[src/rtl/rram_ctrl_pkg.sv]
// rram_ctrl_pkg: shared op/state encodings and default phase timing for the RRAM access controller
package rram_ctrl_pkg;
   typedef enum logic [1:0] {OP_READ, OP_SET, OP_RESET, OP_ILLEGAL} op_e;
   typedef enum logic [2:0] {IDLE, SETUP, SENSE, PULSE, HOLD, RESP} state_e;
   localparam int DEF_NWORD   = 6;
   localparam int DEF_T_SETUP = 2;
   localparam int DEF_T_PULSE = 4;
   localparam int DEF_T_SENSE = 3;
   localparam int DEF_T_HOLD  = 1;
   localparam int DEF_CNT_W   = 8;
endpackage

[src/rtl/rram_access_ctrl_timer.sv]
// rram_phase_timer: loadable down-counter shared by all controller phases
module rram_phase_timer #(
   parameter int CNT_W = 8
) (
   input  logic             clk,
   input  logic             rst,
   input  logic             i_load,
   input  logic [CNT_W-1:0] i_value,
   output logic [CNT_W-1:0] o_value,
   output logic             o_done
);
   logic [CNT_W-1:0] r_cnt;
   always_ff @(posedge clk) begin
      if (rst) r_cnt <= '0;
      else if (i_load) r_cnt <= i_value;
      else if (r_cnt != '0) r_cnt <= r_cnt - 1'b1;
   end
   assign o_value = r_cnt;
   assign o_done  = (r_cnt == '0);
endmodule

[src/rtl/rram_access_ctrl.sv]
// rram_access_ctrl: sequences program/read accesses to one RRAM array and its column decoder
module rram_access_ctrl
   import rram_ctrl_pkg::*;
#(
   parameter int NWORD   = DEF_NWORD,
   parameter int T_SETUP = DEF_T_SETUP,
   parameter int T_PULSE = DEF_T_PULSE,
   parameter int T_SENSE = DEF_T_SENSE,
   parameter int T_HOLD  = DEF_T_HOLD,
   parameter int CNT_W   = DEF_CNT_W
) (
   input  logic             clk,
   input  logic             rst,
   input  logic             req_valid,
   output logic             req_ready,
   input  logic [1:0]       req_op,
   input  logic [NWORD-1:0] req_row,
   input  logic [NWORD-1:0] req_col,
   output logic             rsp_valid,
   input  logic             rsp_ready,
   output logic [7:0]       rsp_data,
   output logic             rsp_err,
   output logic [NWORD-1:0] wl_adr,
   output logic             wl_en,
   output logic [NWORD-1:0] dec_adr,
   output logic             dec_read,
   output logic             dec_csl,
   output logic             prog_set,
   output logic             prog_reset,
   output logic             sense_en,
   input  logic [7:0]       sense_data
);
   localparam int T_MAX = (1 << CNT_W) - 1;
   if (T_SETUP < 1 || T_SETUP > T_MAX || T_PULSE < 1 || T_PULSE > T_MAX ||
       T_SENSE < 1 || T_SENSE > T_MAX || T_HOLD < 1 || T_HOLD > T_MAX) begin : g_bad_timing
      $error("rram_access_ctrl: every phase time must lie in 1..2**CNT_W-1");
   end
   localparam logic [CNT_W-1:0] L_SETUP = CNT_W'(T_SETUP - 1);
   localparam logic [CNT_W-1:0] L_PULSE = CNT_W'(T_PULSE - 1);
   localparam logic [CNT_W-1:0] L_SENSE = CNT_W'(T_SENSE - 1);
   localparam logic [CNT_W-1:0] L_HOLD  = CNT_W'(T_HOLD - 1);
   state_e           r_state;
   op_e              r_op;
   logic             r_req_ready, r_rsp_valid, r_rsp_err;
   logic [7:0]       r_rsp_data;
   logic [NWORD-1:0] r_wl_adr, r_dec_adr;
   logic             r_wl_en, r_dec_read, r_dec_csl, r_prog_set, r_prog_reset, r_sense_en;
   logic             w_accept, w_load, w_done;
   logic [CNT_W-1:0] w_load_val, w_value;
   op_e              w_op;
   assign w_op       = op_e'(req_op);
   assign w_accept   = (r_state == IDLE) && req_valid && (w_op != OP_ILLEGAL);
   assign w_load     = w_accept || (w_done && (r_state inside {SETUP, SENSE, PULSE}));
   assign w_load_val = w_accept ? L_SETUP :
                       (r_state == SETUP) ? (r_dec_read ? L_SENSE : L_PULSE) : L_HOLD;
   rram_phase_timer #(.CNT_W(CNT_W)) u_timer (
      .clk     (clk),
      .rst     (rst),
      .i_load  (w_load),
      .i_value (w_load_val),
      .o_value (w_value),
      .o_done  (w_done)
   );
   always_ff @(posedge clk) begin
      if (rst) begin
         r_state      <= IDLE;
         r_op         <= OP_READ;
         r_req_ready  <= 1'b1;
         r_rsp_valid  <= 1'b0;
         r_rsp_data   <= '0;
         r_rsp_err    <= 1'b0;
         r_wl_adr     <= '0;
         r_wl_en      <= 1'b0;
         r_dec_adr    <= '0;
         r_dec_read   <= 1'b0;
         r_dec_csl    <= 1'b0;
         r_prog_set   <= 1'b0;
         r_prog_reset <= 1'b0;
         r_sense_en   <= 1'b0;
      end else begin
         case (r_state)
            IDLE: if (req_valid) begin
               r_op        <= w_op;
               r_req_ready <= 1'b0;
               r_rsp_data  <= '0;
               r_rsp_err   <= (w_op == OP_ILLEGAL);
               r_rsp_valid <= (w_op == OP_ILLEGAL);
               r_state     <= (w_op == OP_ILLEGAL) ? RESP : SETUP;
               r_wl_en     <= (w_op != OP_ILLEGAL);
               r_wl_adr    <= (w_op != OP_ILLEGAL) ? req_row : '0;
               r_dec_adr   <= (w_op != OP_ILLEGAL) ? req_col : '0;
               r_dec_read  <= (w_op == OP_READ);
            end
            SETUP: if (w_done) begin
               r_dec_csl    <= 1'b1;
               r_sense_en   <= r_dec_read;
               r_prog_set   <= (r_op == OP_SET);
               r_prog_reset <= (r_op == OP_RESET);
               r_state      <= r_dec_read ? SENSE : PULSE;
            end
            SENSE: begin
               // the sense window closes when the timer has run out
               if (w_value == '0) r_rsp_data <= sense_data;
               if (w_done) begin
                  r_dec_csl  <= 1'b0;
                  r_sense_en <= 1'b0;
                  r_state    <= HOLD;
               end
            end
            PULSE: if (w_done) begin
               r_dec_csl    <= 1'b0;
               r_prog_set   <= 1'b0;
               r_prog_reset <= 1'b0;
               r_state      <= HOLD;
            end
            HOLD: if (w_done) begin
               r_wl_en     <= 1'b0;
               r_wl_adr    <= '0;
               r_dec_adr   <= '0;
               r_dec_read  <= 1'b0;
               r_rsp_valid <= 1'b1;
               r_state     <= RESP;
            end
            RESP: if (rsp_ready) begin
               r_rsp_valid <= 1'b0;
               r_rsp_data  <= '0;
               r_rsp_err   <= 1'b0;
               r_req_ready <= 1'b1;
               r_state     <= IDLE;
            end
            default: r_state <= IDLE;
         endcase
      end
   end
   assign req_ready  = r_req_ready;
   assign rsp_valid  = r_rsp_valid;
   assign rsp_data   = r_rsp_data;
   assign rsp_err    = r_rsp_err;
   assign wl_adr     = r_wl_adr;
   assign wl_en      = r_wl_en;
   assign dec_adr    = r_dec_adr;
   assign dec_read   = r_dec_read;
   assign dec_csl    = r_dec_csl;
   assign prog_set   = r_prog_set;
   assign prog_reset = r_prog_reset;
   assign sense_en   = r_sense_en;
endmodule

[config.mk]
export PLATFORM = sky130hd
export DESIGN_NAME = rram_access_ctrl
export DESIGN_NICKNAME = d
export VERILOG_FILES = /design/src/rtl/rram_ctrl_pkg.sv /design/src/rtl/rram_access_ctrl_timer.sv /design/src/rtl/rram_access_ctrl.sv
export SDC_FILE = /design/constraint.sdc
export NUM_CORES = 1
export LEC_CHECK = 0
export BUFFER_PORTS_ARGS = -buffer_cell sky130_fd_sc_hd__buf_2
export CAP_MARGIN = 15
export CORE_MARGIN = 1.5
export CORE_UTILIZATION = 25
export DETAILED_ROUTE_END_ITERATION = 12
export PLACE_DENSITY = 0.56
export SLEW_MARGIN = 25
export SYNTH_ARGS = -nofsm -noshare
export SYNTH_HDL_FRONTEND = slang
export SYNTH_HIERARCHICAL = 1
export SYNTH_SLANG_ARGS = --single-unit
[constraint.sdc]
create_clock -name clk -period 2.5 [get_ports clk]
set_input_delay 0 -clock clk [delete_from_list [all_inputs] [get_ports clk]]
set_output_delay 0 -clock clk [all_outputs]
set_load 0.005 [all_outputs]
==> flow_summary.ini, run 1 <==
[timing]
finalCritPeriodShare_pct = 90.6
fin_ws_ns = 0.234
max_freq_mhz = 441
final.setup_skew_ns = 0.0120
min_period_ns = 2.27
tns_ns = 0
finalSetupViolCount = 0
rsz0062_at_grt = false
maxSlewViolCount = 0
hold_viol = 0
worstMarginPinSlew_ns = 0.820
max_slew_margin_pct = 45.3

[placement]
portBuffers = 54
placed_area_mm2 = 0.00236
finalWeightedCongestion = 0.777
dpl.hpwl_um = 3300
dp_slack_ns = 0.276

[grt]
grt.total_usage_pct = 11.5
antenna_found_initial = 0
grt_pass1_wl_um = 8060
grt_pass1_vias = 1770
overflow = 0
grt_max_degree = 42

[logic_synthesis]
yosysTopAreaCell = dfxtp_1
yosysWarnings = 6
avgSynthCellArea_um2 = 9.24
ys_types = 52
yosysMostFrequentCell = dfxtp_1
yosysTopAreaCellShare_pct = 41.9
syn_inst = 217
synth_area_leaders = dfxtp_1 (42%), a22oi_2 (4.4%), nand2_1 (4.1%)
ys_top_cells_by_count = dfxtp_1 (42), nand2_1 (22), nor2_1 (19), nand3_1 (10), o21ai_0 (10)
seq_area_frac_synth_pct = 41.9
netlist_area_mm2 = 0.00201
synth_edf_count = 0
async_flop_share_pct = 0
synth-main-ff-cell = dfxtp_1
synth_seq_cells = 42

[critical_path]
worstSetupEndpointType = flip-flop
path_max_fanout = 9
cp-start-kind = flip-flop
crit_type = reg2reg
slowest_stage = dfxtp_1
critical_path.top_delay_family = simple AND/OR/NAND/NOR gates
slowest_delay_ns = 0.41
path_buf_inv = 1
worstPathCellList = inv_1 -> ha_1 -> and4bb_1 -> nor2b_4 -> o21ai_0 -> nand2b_1 -> or2_2 -> o32ai_1
critPathArrivalTime_ns = 2.46
worstPathRequired_ns = 2.70

[floorplanning]
dieArea_mm2 = 0.00857
start_util_pct = 26.0
fp-row-count = 32
core-area_mm2 = 0.00773
die_w_um = 92.6
fp.dieH_um = 92.6
ios = 55

[cts]
ctsResizeCount = 0
clockRootBuffer = clkbuf_8
cts_tree = yes
clkSinkCount = 42
cts_setup_buffers = 0
cts_max_path_buffers = 2
cts_buffers = 5
clock_latency_ns = 0.29
cts_hold_buf = 22
clkTransAtPathRegs_ns = 0.09
cts_max_level = 2

[power]
peakVddDrop_v = 0.000352
p_leak_nw = 1.11
power_density_mw_per_mm2 = 901

[detailed_routing]
first_pass_iters = 4
via_count = 1801
final_antenna_net_count = 0
wl_per_cell_um = 11.9
drt-vias-per-instance = 4.49
drt_iter0_markers = 59
wl_um = 4770
drc = 0

[layout]
antenna_cells = 0
fin_area_mm2 = 0.00267
drive_gt1_share_pct = 31.1
fin_nets = 325
synthToLayoutAreaGrowth_pct = 33.2

[min_path]
hp-class = in2reg

[status]
run_status = finished, final reports clean

[run]
max_cap_viol_count = 0
[placed cells by master, fill, tap and decap left out, types with 2 or more instances in the layout]
| master | instances |
|---|---|
| a211oi_1 | 4 |
| a21oi_1 | 8 |
| a22oi_1 | 5 |
| a22oi_2 | 7 |
| and4b_1 | 2 |
| buf_2 | 54 |
| buf_4 | 7 |
| clkbuf_8 | 5 |
| conb_1 | 6 |
| dfxtp_1 | 42 |
| dlygate4sd3_1 | 22 |
| inv_1 | 5 |
| mux2_2 | 2 |
| mux2i_1 | 6 |
| nand2_1 | 22 |
| nand2b_1 | 3 |
| nand3_1 | 10 |
| nor2_1 | 19 |
| nor2_2 | 7 |
| nor2b_1 | 5 |
| nor3_1 | 6 |
| nor3b_1 | 2 |
| nor4_1 | 3 |
| o21ai_0 | 10 |
| o32ai_1 | 5 |
| or4_1 | 2 |
| xnor2_1 | 3 |
[state kept, by name, indices dropped and copies added (netlist names)]
signal	count
dec_adr	6
dec_csl	1
dec_read	1
prog_reset	1
prog_set	1
r_op	2
r_state	3
req_ready	1
rsp_data	8
rsp_err	1
rsp_valid	1
sense_en	1
u_timer/o_value	8
wl_adr	6
wl_en	1
[worst paths after layout]
check / from / endpoint / slack, ns / depth (start not counted)
max: u_timer/o_value[0]$_SDFFE_PP0P_ / u_timer/o_value[3]$_SDFFE_PP0P_ / 0.23 / 8
min: rsp_ready / r_state[2]$_SDFFE_PP0P_ / 0.12 / 3
max reg2reg: u_timer/o_value[0]$_SDFFE_PP0P_ / u_timer/o_value[3]$_SDFFE_PP0P_ / 0.23 / 8
min reg2reg: rsp_data[3]$_SDFFE_PP0P_ / rsp_data[3]$_SDFFE_PP0P_ / 0.46 / 2
[final cells by class]
cell class	instances	area (um^2)
clock buffer	6	72.6
clock inverter	2	13.8
fill	794	5060
inverter	5	18.8
multi-input combinational	161	1050
sequential	42	841
tap	102	128
timing repair buffer	83	543
[through the flow]
stage | hold slack (ns) | util, % | power, mW | cells
finish | 0.123 | 34.6 | 2.41 | 401
global route | 0.127 | 34.6 | 2.59 | 401
CTS | 0.108 | 34.6 | 2.42 | 401
detailed placement | 0.250 | 30.6 | 1.94 | 371
global placement | 0.245 | 30.6 | 1.93 | 371
floorplan | 0.133 | - | 1.74 | 222
[logic make-up after synthesis]
| logic type | after synthesis | synth area share [%] |
|---|---|---|
| buffers and inverters | 19 | 6.43 |
| and+or+nand+nor | 93 | 26.5 |
| xor gates and xnor gates | 4 | 1.75 |
| muxes | 8 | 4.12 |
| DFF | 42 | 41.9 |
| AOI/OAI and AO/OA | 49 | 18.5 |
| adders and majority gates | 1 | 0.624 |
| other | 1 | 0.187 |
[report_power, final]
part | switching, mW | internal [mW] | total (mW)
clock | 0.240 | 0.197 | 0.437
sequential | 0.134 | 0.792 | 0.926
combinational | 0.545 | 0.497 | 1.04
[layer usage]
layer,routed length [um],vias up,part of all wire (%),GRT usage (%)
met1,2370,828,50,14.7
met3,235,2,4.9,3.04
met2,2160,44,45,19.2
met4,4,0,0.084,2.56
met5,0,-,0,0
li1,-,927,-,-
[worst register-to-register path: stages (launching register included)]
cell	delay (ns)
dfxtp_1	0.41
inv_1	0.08
ha_1	0.27
and4bb_1	0.31
nor2b_4	0.18
o21ai_0	0.07
nand2b_1	0.20
or2_2	0.39
o32ai_1	0.26
Power figures use the tool's default switching activity.
==> run 2: changes to the inputs <==
--- a/config.mk
+++ b/config.mk
@@ -9,6 +9,7 @@
 export CAP_MARGIN = 15
 export CORE_MARGIN = 1.5
 export CORE_UTILIZATION = 25
+export CTS_BUF_LIST = sky130_fd_sc_hd__clkbuf_4 sky130_fd_sc_hd__clkbuf_8
 export DETAILED_ROUTE_END_ITERATION = 12
 export PLACE_DENSITY = 0.56
 export SLEW_MARGIN = 25
==> run 2 against run 1 <==
Net effect: largest power group unchanged; largest cell class unchanged; sequential power is essentially flat; first-iteration DRC count unchanged; clock-buffer cell count unchanged; maximum frequency stayed put; combinational power hardly changed; total power up 0.45%; sequential cell count stayed put.
==> flow_summary.ini, run 2 (synthesis results as in run 1) <==
[critical_path]
cp-start-kind = flip-flop
crit_type = reg2reg
worstPathRequired_ns = 2.70
startpoint = u_timer/o_value[0]$_SDFFE_PP0P_
rrSetupSlack_ns = 0.23
slowest_stage = dfxtp_1
reg2reg_depth = 8
critPathCapture = u_timer/o_value[3]$_SDFFE_PP0P_
r2r_start = u_timer/o_value[0]$_SDFFE_PP0P_
slowest_delay_ns = 0.41
rr_endpoint = u_timer/o_value[3]$_SDFFE_PP0P_
worstPathCellList = inv_1 -> ha_1 -> and4bb_1 -> nor2b_4 -> o21ai_0 -> nand2b_1 -> or2_2 -> o32ai_1
path_max_fanout = 9
critPathArrivalTime_ns = 2.46
worstSetupEndpointType = flip-flop

[detailed_routing]
dr_wl_met3_um = 235
first_pass_iters = 4
drc = 0
met2WireLength_um = 2160
drt-vias-per-instance = 4.49
wl_per_cell_um = 11.9
via_count = 1801
wl_met1_um = 2370
final_antenna_net_count = 0
wl_um = 4770
topRoutingLayerUsed = met4
drt_iter0_markers = 59

[timing]
min_period_ns = 2.27
max_slew_margin_pct = 45.3
finalCritPeriodShare_pct = 90.6
rsz0062_at_grt = false
finalSetupViolCount = 0
maxSlewViolCount = 0
final.setup_skew_ns = 0.0120
hold_viol = 0
max_freq_mhz = 441
worstMarginPinSlew_ns = 0.820
tns_ns = 0

[cts]
cts_setup_buffers = 0
cts_tree = yes
ctsResizeCount = 0
cts_buffers = 5
clkTransAtPathRegs_ns = 0.09
clockRootBuffer = clkbuf_8
clkSinkCount = 42
cts_max_level = 2
cts_max_path_buffers = 2
clock_latency_ns = 0.29

[floorplanning]
fp-row-count = 32
dieArea_mm2 = 0.00857
die_w_um = 92.6
fp.dieH_um = 92.6
core-area_mm2 = 0.00773
start_util_pct = 26.0
ios = 55

[grt]
grt_pass1_vias = 1770
grt_max_degree = 42
grt.total_usage_pct = 11.5
overflow = 0
antenna_found_initial = 0
grt_pass1_wl_um = 8060

[status]
run_status = finished, final reports clean

[placement]
dp.cells = 371
dpl.hpwl_um = 3300
portBuffers = 54
finalWeightedCongestion = 0.777

[layout]
final_cell_mix = buf_2 (54), dfxtp_1 (42), nand2_1 (22), dlygate4sd3_1 (22), nor2_1 (19)
fin_nets = 325
synthToLayoutAreaGrowth_pct = 33.4
n_fill_cell = 795
multi_input_area_mm2 = 0.00105
seqCellArea_um2 = 841
drive_gt1_share_pct = 31.4
fin_cells = 401
antenna_cells = 0
final_common_cell = buf_2

[power]
power_density_mw_per_mm2 = 904
peakVddDrop_v = 0.000362
p_leak_nw = 1.11

[run]
max_cap_viol_count = 0

[min_path]
hp-class = in2reg
-- run 2: layout make-up --
cell class / instances / area share, %
tap: 102 / 4.77
clock inverter: 2 / 0.514
timing repair buffer: 83 / 20.3
inverter: 5 / 0.702
sequential: 42 / 31.4
multi-input combinational: 161 / 39.4
clock buffer: 6 / 2.85
-- run 2: report_power, final --
group	leakage, nW	internal (mW)	switching [mW]
clock network	0.0486	0.208	0.240
logic	0.719	0.497	0.545
registers	0.343	0.792	0.134
total	1.11	1.50	0.920
-- run 2: how the worst min path moves through the flow --
stage	cells after the start	from	end	slack, ns
5_1_grt	3	rsp_ready	r_state[2]$_SDFFE_PP0P_	0.13
3_3_place_gp	3	req_row[1]	wl_adr[1]$_SDFFE_PP0P_	0.24
3_5_place_dp	3	sense_data[3]	rsp_data[3]$_SDFFE_PP0P_	0.25
4_1_cts	3	rsp_ready	r_state[2]$_SDFFE_PP0P_	0.11
2_1_floorplan	2	sense_data[3]	rsp_data[3]$_SDFFE_PP0P_	0.13
6_report	3	rsp_ready	r_state[2]$_SDFFE_PP0P_	0.12
-- run 2: through the flow --
| step | total power, mW | utilization, % | hold slack, ns | worst slack, ns | cell area (um^2) |
|---|---|---|---|---|---|
| finish | 2.42 | 34.6 | 0.123 | 0.234 | 2680 |
| global route | 2.60 | 34.6 | 0.127 | 0.0183 | 2680 |
| CTS | 2.43 | 34.6 | 0.108 | 0.257 | 2680 |
| detailed placement | 1.94 | 30.6 | 0.250 | 0.276 | 2360 |
| global placement | 1.93 | 30.6 | 0.245 | 0.331 | 2360 |
| floorplan | 1.74 | - | 0.133 | 0.436 | 2020 |
-- run 2: layer usage --
layer | GRT usage, % | vias up
met5 | 0 | -
met4 | 2.56 | 0
met3 | 3.04 | 2
met2 | 19.2 | 44
met1 | 14.7 | 828
li1 | - | 927
-- run 2: critical path: cells and delay by family (launching register included) --
family                     cells  cell delay (ns)
AOI/OAI and AO/OA              2             0.33
adders and majority gates      1             0.27
buffers and inverters          1             0.08
DFF                            1             0.41
and+or+nand+nor                4             1.08
-- run 2: what timing repair did --
| item | CTS | global route |
|---|---|---|
| endpoints found under the setup margin | 0 | 0 |
| hold buffers | 22 | 0 |
| endpoints found under the hold margin | 22 | 0 |
